--- config.mk ---
export PLATFORM = sky130hd
export DESIGN_NAME = prbs_tx
export DESIGN_NICKNAME = d
export VERILOG_FILES = /design/src/rtl/prbs_tx.sv
export SDC_FILE = /design/constraint.sdc
export NUM_CORES = 1
export LEC_CHECK = 0
export ABC_AREA = 1
export CAP_MARGIN = 20
export CORE_UTILIZATION = 35
export CTS_CLUSTER_DIAMETER = 50
export DETAILED_ROUTE_END_ITERATION = 12
export HOLD_SLACK_MARGIN = 0.08
export PLACE_DENSITY_LB_ADDON = 0.1
export SLEW_MARGIN = 20
export SYNTH_ARGS = -nofsm -noshare
export SYNTH_HDL_FRONTEND = slang
export SYNTH_SLANG_ARGS = --single-unit
--- constraint.sdc ---
create_clock -name clk -period 1.68 [get_ports clk]
set_input_delay 0.168 -clock clk [delete_from_list [all_inputs] [get_ports clk]]
set_output_delay 0.168 -clock clk [all_outputs]
set_load 0.005 [all_outputs]
--- src/rtl/prbs_tx.sv ---
// prbs_tx: PRBS9 (x^9 + x^5 + 1) transmit source, one bit per N_OVERSAMPLE-clock symbol slot.
// Emits o_valid/o_sync strobes and counts completed 511-bit periods.
// Optional single-bit error injection is compiled in when PRBS_ERR_INJECT_EN is defined;
// without it i_err_inject is ignored and o_err_cnt reads 0.
module prbs_tx #(
  parameter logic [8:0]  SEED         = 9'h1FF,
  parameter int unsigned N_OVERSAMPLE = 4
) (
  input  logic        clk,
  input  logic        rst,
  input  logic        i_enable,
  input  logic        i_seed_load,
  input  logic [8:0]  i_seed,
  input  logic        i_err_inject,
  output logic        o_bit,
  output logic        o_valid,
  output logic        o_sync,
  output logic [15:0] o_period_cnt,
  output logic [7:0]  o_err_cnt
);

  typedef enum logic [0:0] {StIdle, StRun} state_e;

  localparam logic [7:0] TickMax = 8'(N_OVERSAMPLE - 1);
  localparam logic [8:0] IdxLast = 9'd510;

  state_e      state_q, state_d;
  logic [8:0]  lfsr_q, lfsr_d;
  logic [7:0]  tick_q, tick_d;
  logic [8:0]  idx_q, idx_d;
  logic        bit_q, bit_d;
  logic        valid_q, valid_d;
  logic        sync_q, sync_d;
  logic [15:0] pcnt_q, pcnt_d;
  logic        emit;
  logic        inj_flip;

  // A bit leaves on the last tick of a slot, unless disabled or overridden by a seed load.
  assign emit = (state_q == StRun) && i_enable && (tick_q == TickMax) && !i_seed_load;

  // Next-state for sequencing, LFSR, emission strobes and the period counter.
  always_comb begin
    state_d = i_enable ? StRun : StIdle;
    lfsr_d  = lfsr_q;
    tick_d  = 8'd0;
    idx_d   = idx_q;
    bit_d   = bit_q;
    valid_d = 1'b0;
    sync_d  = 1'b0;
    pcnt_d  = pcnt_q;

    // Tick only advances while staying in RUN; entering or leaving RUN restarts the slot.
    if ((state_q == StRun) && i_enable && (tick_q != TickMax)) begin
      tick_d = tick_q + 8'd1;
    end

    if (i_seed_load) begin
      lfsr_d = (i_seed == 9'd0) ? SEED : i_seed;
      tick_d = 8'd0;
      idx_d  = 9'd0;
    end else if (emit) begin
      valid_d = 1'b1;
      bit_d   = lfsr_q[8] ^ inj_flip;
      sync_d  = (idx_q == 9'd0);
      lfsr_d  = {lfsr_q[7:0], lfsr_q[8] ^ lfsr_q[4]};
      idx_d   = (idx_q == IdxLast) ? 9'd0 : idx_q + 9'd1;
      if ((idx_q == IdxLast) && (pcnt_q != 16'hFFFF)) begin
        pcnt_d = pcnt_q + 16'd1;
      end
    end
  end

  // State and registered outputs, synchronous active-low reset.
  always_ff @(posedge clk) begin
    if (!rst) begin
      state_q <= StIdle;
      lfsr_q  <= SEED;
      tick_q  <= 8'd0;
      idx_q   <= 9'd0;
      bit_q   <= 1'b0;
      valid_q <= 1'b0;
      sync_q  <= 1'b0;
      pcnt_q  <= 16'd0;
    end else begin
      state_q <= state_d;
      lfsr_q  <= lfsr_d;
      tick_q  <= tick_d;
      idx_q   <= idx_d;
      bit_q   <= bit_d;
      valid_q <= valid_d;
      sync_q  <= sync_d;
      pcnt_q  <= pcnt_d;
    end
  end

`ifdef PRBS_ERR_INJECT_EN
  logic       err_arm_q, err_arm_d;
  logic [7:0] err_cnt_q, err_cnt_d;

  assign inj_flip = err_arm_q;

  // Arm on a pulse (repeat pulses merge), disarm and count on the emission that used it.
  always_comb begin
    err_arm_d = err_arm_q;
    err_cnt_d = err_cnt_q;
    if (emit && err_arm_q) begin
      err_arm_d = 1'b0;
      if (err_cnt_q != 8'hFF) begin
        err_cnt_d = err_cnt_q + 8'd1;
      end
    end
    if (i_err_inject) begin
      err_arm_d = 1'b1;
    end
  end

  // Injection state, synchronous active-low reset.
  always_ff @(posedge clk) begin
    if (!rst) begin
      err_arm_q <= 1'b0;
      err_cnt_q <= 8'd0;
    end else begin
      err_arm_q <= err_arm_d;
      err_cnt_q <= err_cnt_d;
    end
  end

  assign o_err_cnt = err_cnt_q;
`else
  logic unused_err_inject;

  assign unused_err_inject = i_err_inject;
  assign inj_flip          = 1'b0;
  assign o_err_cnt         = 8'd0;
`endif

  assign o_bit        = bit_q;
  assign o_valid      = valid_q;
  assign o_sync       = sync_q;
  assign o_period_cnt = pcnt_q;

endmodule

==> Yosys cells after proc, flatten, opt, wreduce, memory -nomap -nowiden <==
Index checks and enable logic that the tools add are counted.
{ "classes": {"reduce_logical": 14, "n_bitwise": 5, "n_addsub": 3, "muxes": 6, "n_eq_ne": 4} }
{ "op_table": {"columns": ["cell", "count"], "rows": [
  ["9-bit two-way mux", 4],
  ["9-bit zero test", 2],
  ["16-bit by 1-bit adder with 16-bit output, second input constant", 1],
  ["16-bit inequality test, second input constant", 1],
  ["9-bit by 1-bit adder with 9-bit output, second input constant", 1],
  ["9-bit equality test, second input constant", 1],
  ["8-bit by 1-bit adder with 8-bit output, second input constant", 1],
  ["8-bit by 2-bit equality test with 1-bit output, second input constant", 1],
  ["8-bit by 2-bit inequality test with 1-bit output, second input constant", 1],
  ["3-bit OR reduction", 2],
  ["1-bit logical AND", 5],
  ["1-bit NOT", 4],
  ["3-bit AND reduction", 1],
  ["1-bit two-way mux", 2],
  ["2-bit AND reduction", 1],
  ["2-bit nonzero test", 1],
  ["2-bit OR reduction", 1],
  ["1-bit zero test", 1],
  ["1-bit XOR", 1]
]} }
{ "totals": {"inputBits": 14, "regBits": 46} }

==> Depth between registers and ports, before layout <==
{ "logic_depth": {"ltp_word": 5, "mapped_depth": 10, "depth_no_buf": 10} }

==> Least setup slack after synthesis <==
No wires, ideal clock.
{ "synth_timing": {"path_kind": "register to register", "startpoint": "register pcnt_q[0], in the netlist o_period_cnt[0]", "endpoint": "register pcnt_q[5], in the netlist o_period_cnt[5]", "setup_slack_ps": 141, "path_buffers": 1, "stages_incl_launch_ff": 11, "t_arrival_ps": 1469, "cell_sequence": "dfxtp_1 -> ha_1 -> nand2_2 -> nor2_4 -> nand2_2 -> nor2_4 -> nor2_4 -> nand2_4 -> buf_6 -> nand2_1 -> a21oi_2"} }
{ "synth_via": {"elab_chain_len": 3, "elab_cells_between_ends": 4} }
{ "synth_rtl": {"columns": ["element", "line", "rtl"], "rows": [
  ["start, declared", "34", "logic [15:0] pcnt_q, pcnt_d;"],
  ["start signal, assigned", "92", "pcnt_q <= pcnt_d;"],
  ["parallel branches: the longest is 3 deep, another holds 16-bit by 1-bit adder with 16-bit output", null, null]
]} }
Parallel ways; which one is timed is not known.
A chain may end at the register's enable or synchronous reset.

==> Final worst setup path <==
{ "layout_timing": {"startpoint": "register pcnt_q[1], in the netlist o_period_cnt[1]", "endpoint": "register pcnt_q[9], in the netlist o_period_cnt[9]"} }
The elaborated chain is that of the path after synthesis.

==> impl_results.md <==
* Cell-internal power at 1.61 mW
* Clk pwr share at 0.401
* Pwr Total at 2.07 mW
* CTS tree: yes
* VDD IR max at 0.000297 V
* Core Util, Final at 0.474
* Initial Util at 0.369
* Fill cells at 772
* Final WL at 6090 um
* Yosys reg bits at 46
* Leak at 1.41 nW
* CP endpoint kind: flop
* Synth Cell Area at 0.00272 mm^2
* Number of I/O port buffers at 31
* Clock transition at path regs at 0.09 ns
* ANT cells at 0
* Min cycle time layout at 1.59 ns
* Final Max Slew Viols at 0
* Inserted Clock Buffers at 5
* # setup viols final at 0
* Die height at 90.2 um
* Antenna violations before repair at 0
* Number of flops mapped to enable cells by yosys at 0
* Share of cells above drive strength 1 at 0.181
* Final hold vios at 0
* Layout net count at 483
* Status: finished clean
* DRC at 0
* Mapped Avg Cell Area at 6.79 um^2
* Hold_buf cts at 0
* Sequential share of the synthesized area at 0.338
* Gate power share at 0.059
* Max Cap Violations at 0
* Drt via density at 4.57
* Most instantiated cells after synthesis: nand2_1, dfxtp_1, inv_1
* Core ar. at 0.00737 mm^2
* Dpl ws at 0.0485 ns
* Crit Path Class: flop to flop
* CP arrival at 1.78 ns
* Multi-input gate area at 0.00153 mm^2
* Clock sinks at 46
* Total iterations of the first detailed-routing run at 4
* Avg WL per Cell at 10.8 um
* P&R area growth vs syn at 28.2%
* Gr ovfl total at 0
* Clock latency at the later pin of the worst-skew pair at 0.30 ns
* Final setup margin at 0.0941 ns
* Synth top area cells: dfxtp_1, nand2_1, nand3_1, inv_1, nor2_1
* Clk buf depth at 2
* DRT iter0 DRCs at 120
* Via count at 2580
* Critical Path Source Type: flop
* Clk root buf: clkbuf_8
* Synth warn at 0
* PwrDens at 594 mW/mm^2
* Cell Rows at 31
* Part of the power in registers at 0.540
* Crit-path max FO at 5
* Sw Share at 0.223
* # IOs at 41
* Hold path depth at 3
* Largest net degree at the start of global routing at 17
* H-tree Lvls at 2
* ANT nets after route at 0
* Post-synth cell types at 30
* Global-route wire length before repair at 10600 um
* Register Area at 926 um^2
* Top-area cell type share of the netlist area at 0.338
* FFs w/ async S/R, synth at 0
* Dominant cell type by area after synthesis: dfxtp_1
* Max Fclk at 631 MHz
* Psw at 463 uW
* Top_reg_cell synth: dfxtp_1
* Most common cell in the synthesized netlist: nand2_1
* Width of the die at 90.2 um
* R2R cell count at 10
* Req. time, crit path at 1.87 ns
* Fin Hold WS at 0.425 ns
* Clock skew at 0.00475 ns
* RePlAce Congestion at 0.775
* Period utilization at 0.944
* All-Layer GR Usage at 0.155
* Mapped Cells at 401
* Die area at 0.00814 mm^2
* Worst hold-check path type: input port to flop
* Vias in the first global route at 2386
* Dpl hpwl at 4550 um
## routing by layer
metal / vias to the layer above / GRT usage / share of wire
met1: 1149 / 0.206 / 0.50
li1: 1391 / - / -
met3: 5 / 0.0288 / 0.027
met5: - / 0 / 0
met2: 35 / 0.256 / 0.46
met4: 0 / 0.0444 / 0.0092
## kinds of logic (layout without fill, tap and decap cells)
kind of cell / after synthesis / count (layout) / share of synthesized area
other: 1 / 8 / 0.00138
flip-flops: 46 / 46 / 0.338
XOR/XNOR: 8 / 8 / 0.0257
adder cells (fa/ha/maj): 5 / 5 / 0.0230
AND/OR/NAND/NOR: 235 / 235 / 0.406
buffers and inverters: 67 / 124 / 0.116
AO/OA/AOI/OAI: 39 / 39 / 0.0901
## worst max-delay path, cell delays in order (launching register included)
cell and delay (ns):
dfxtp_2 0.37, ha_2 0.21, nand2_2 0.09, nor2_4 0.11
nand2_2 0.09, nor2_4 0.13, nor2_4 0.06, buf_4 0.15
buf_6 0.13, nand3_1 0.10, a21oi_2 0.06
## final timing paths
path | from | end | slack [ns]
worst max-delay path | o_period_cnt[1] | o_period_cnt[9] | 0.09
worst max register to register | o_period_cnt[1] | o_period_cnt[9] | 0.09
worst min-delay path | i_enable | state_q | 0.42
worst min register to register | tick_q[0] | tick_q[0] | 0.43
## area by class of cell
| class | count | area share |
|---|---|---|
| Tap cell | 99 | 0.0355 |
| Multi-Input combinational cell | 295 | 0.438 |
| Timing Repair Buffer | 66 | 0.176 |
| Clock inverter | 2 | 0.0108 |
| Sequential cell | 46 | 0.265 |
| Clock buffer | 6 | 0.0208 |
| Inverter | 50 | 0.0538 |
## sequential cells by signal (all words and copies together), names as in the netlist
register / cells
o_period_cnt: 16
idx_q: 9
lfsr_q: 9
tick_q: 8
o_bit: 1
o_sync: 1
o_valid: 1
state_q: 1
## layout by cell type, fill, tap and decap left out, types with 8 or more instances in the layout
cell type        instances
a21oi_1                 16
a21oi_2                 10
buf_4                   27
clkdlybuf4s50_1         31
conb_1                   8
dfxtp_1                 42
inv_1                   45
nand2_1                112
nand3_1                 45
nand4_1                 13
nor2_1                  36
o21ai_0                  8
## per-stage QoR
step	TNS, ns	instance area [um^2]	std cells
global route	-0.00735	3490	564
detailed placement	0	3270	549
finish	0	3490	564
floorplan	0	2750	408
CTS	0	3380	557
global placement	0	3270	549
## power groups by stage
stage	Combinational, mW	Clock (mW)	Sequential (mW)
after global routing	0.142	0.912	1.12
after detailed placement	0.123	0	1.14
final	0.122	0.832	1.12
after CTS	0.124	0.863	1.12
after floorplan	0.0793	0	1.14
after global placement	0.123	0	1.14
## timing repair
action / in CTS / in global routing
setup buffers: 0 / 6
setup endpoints to repair: 0 / 30
resized for setup: 0 / 14
Power figures use the tool's default switching activity.
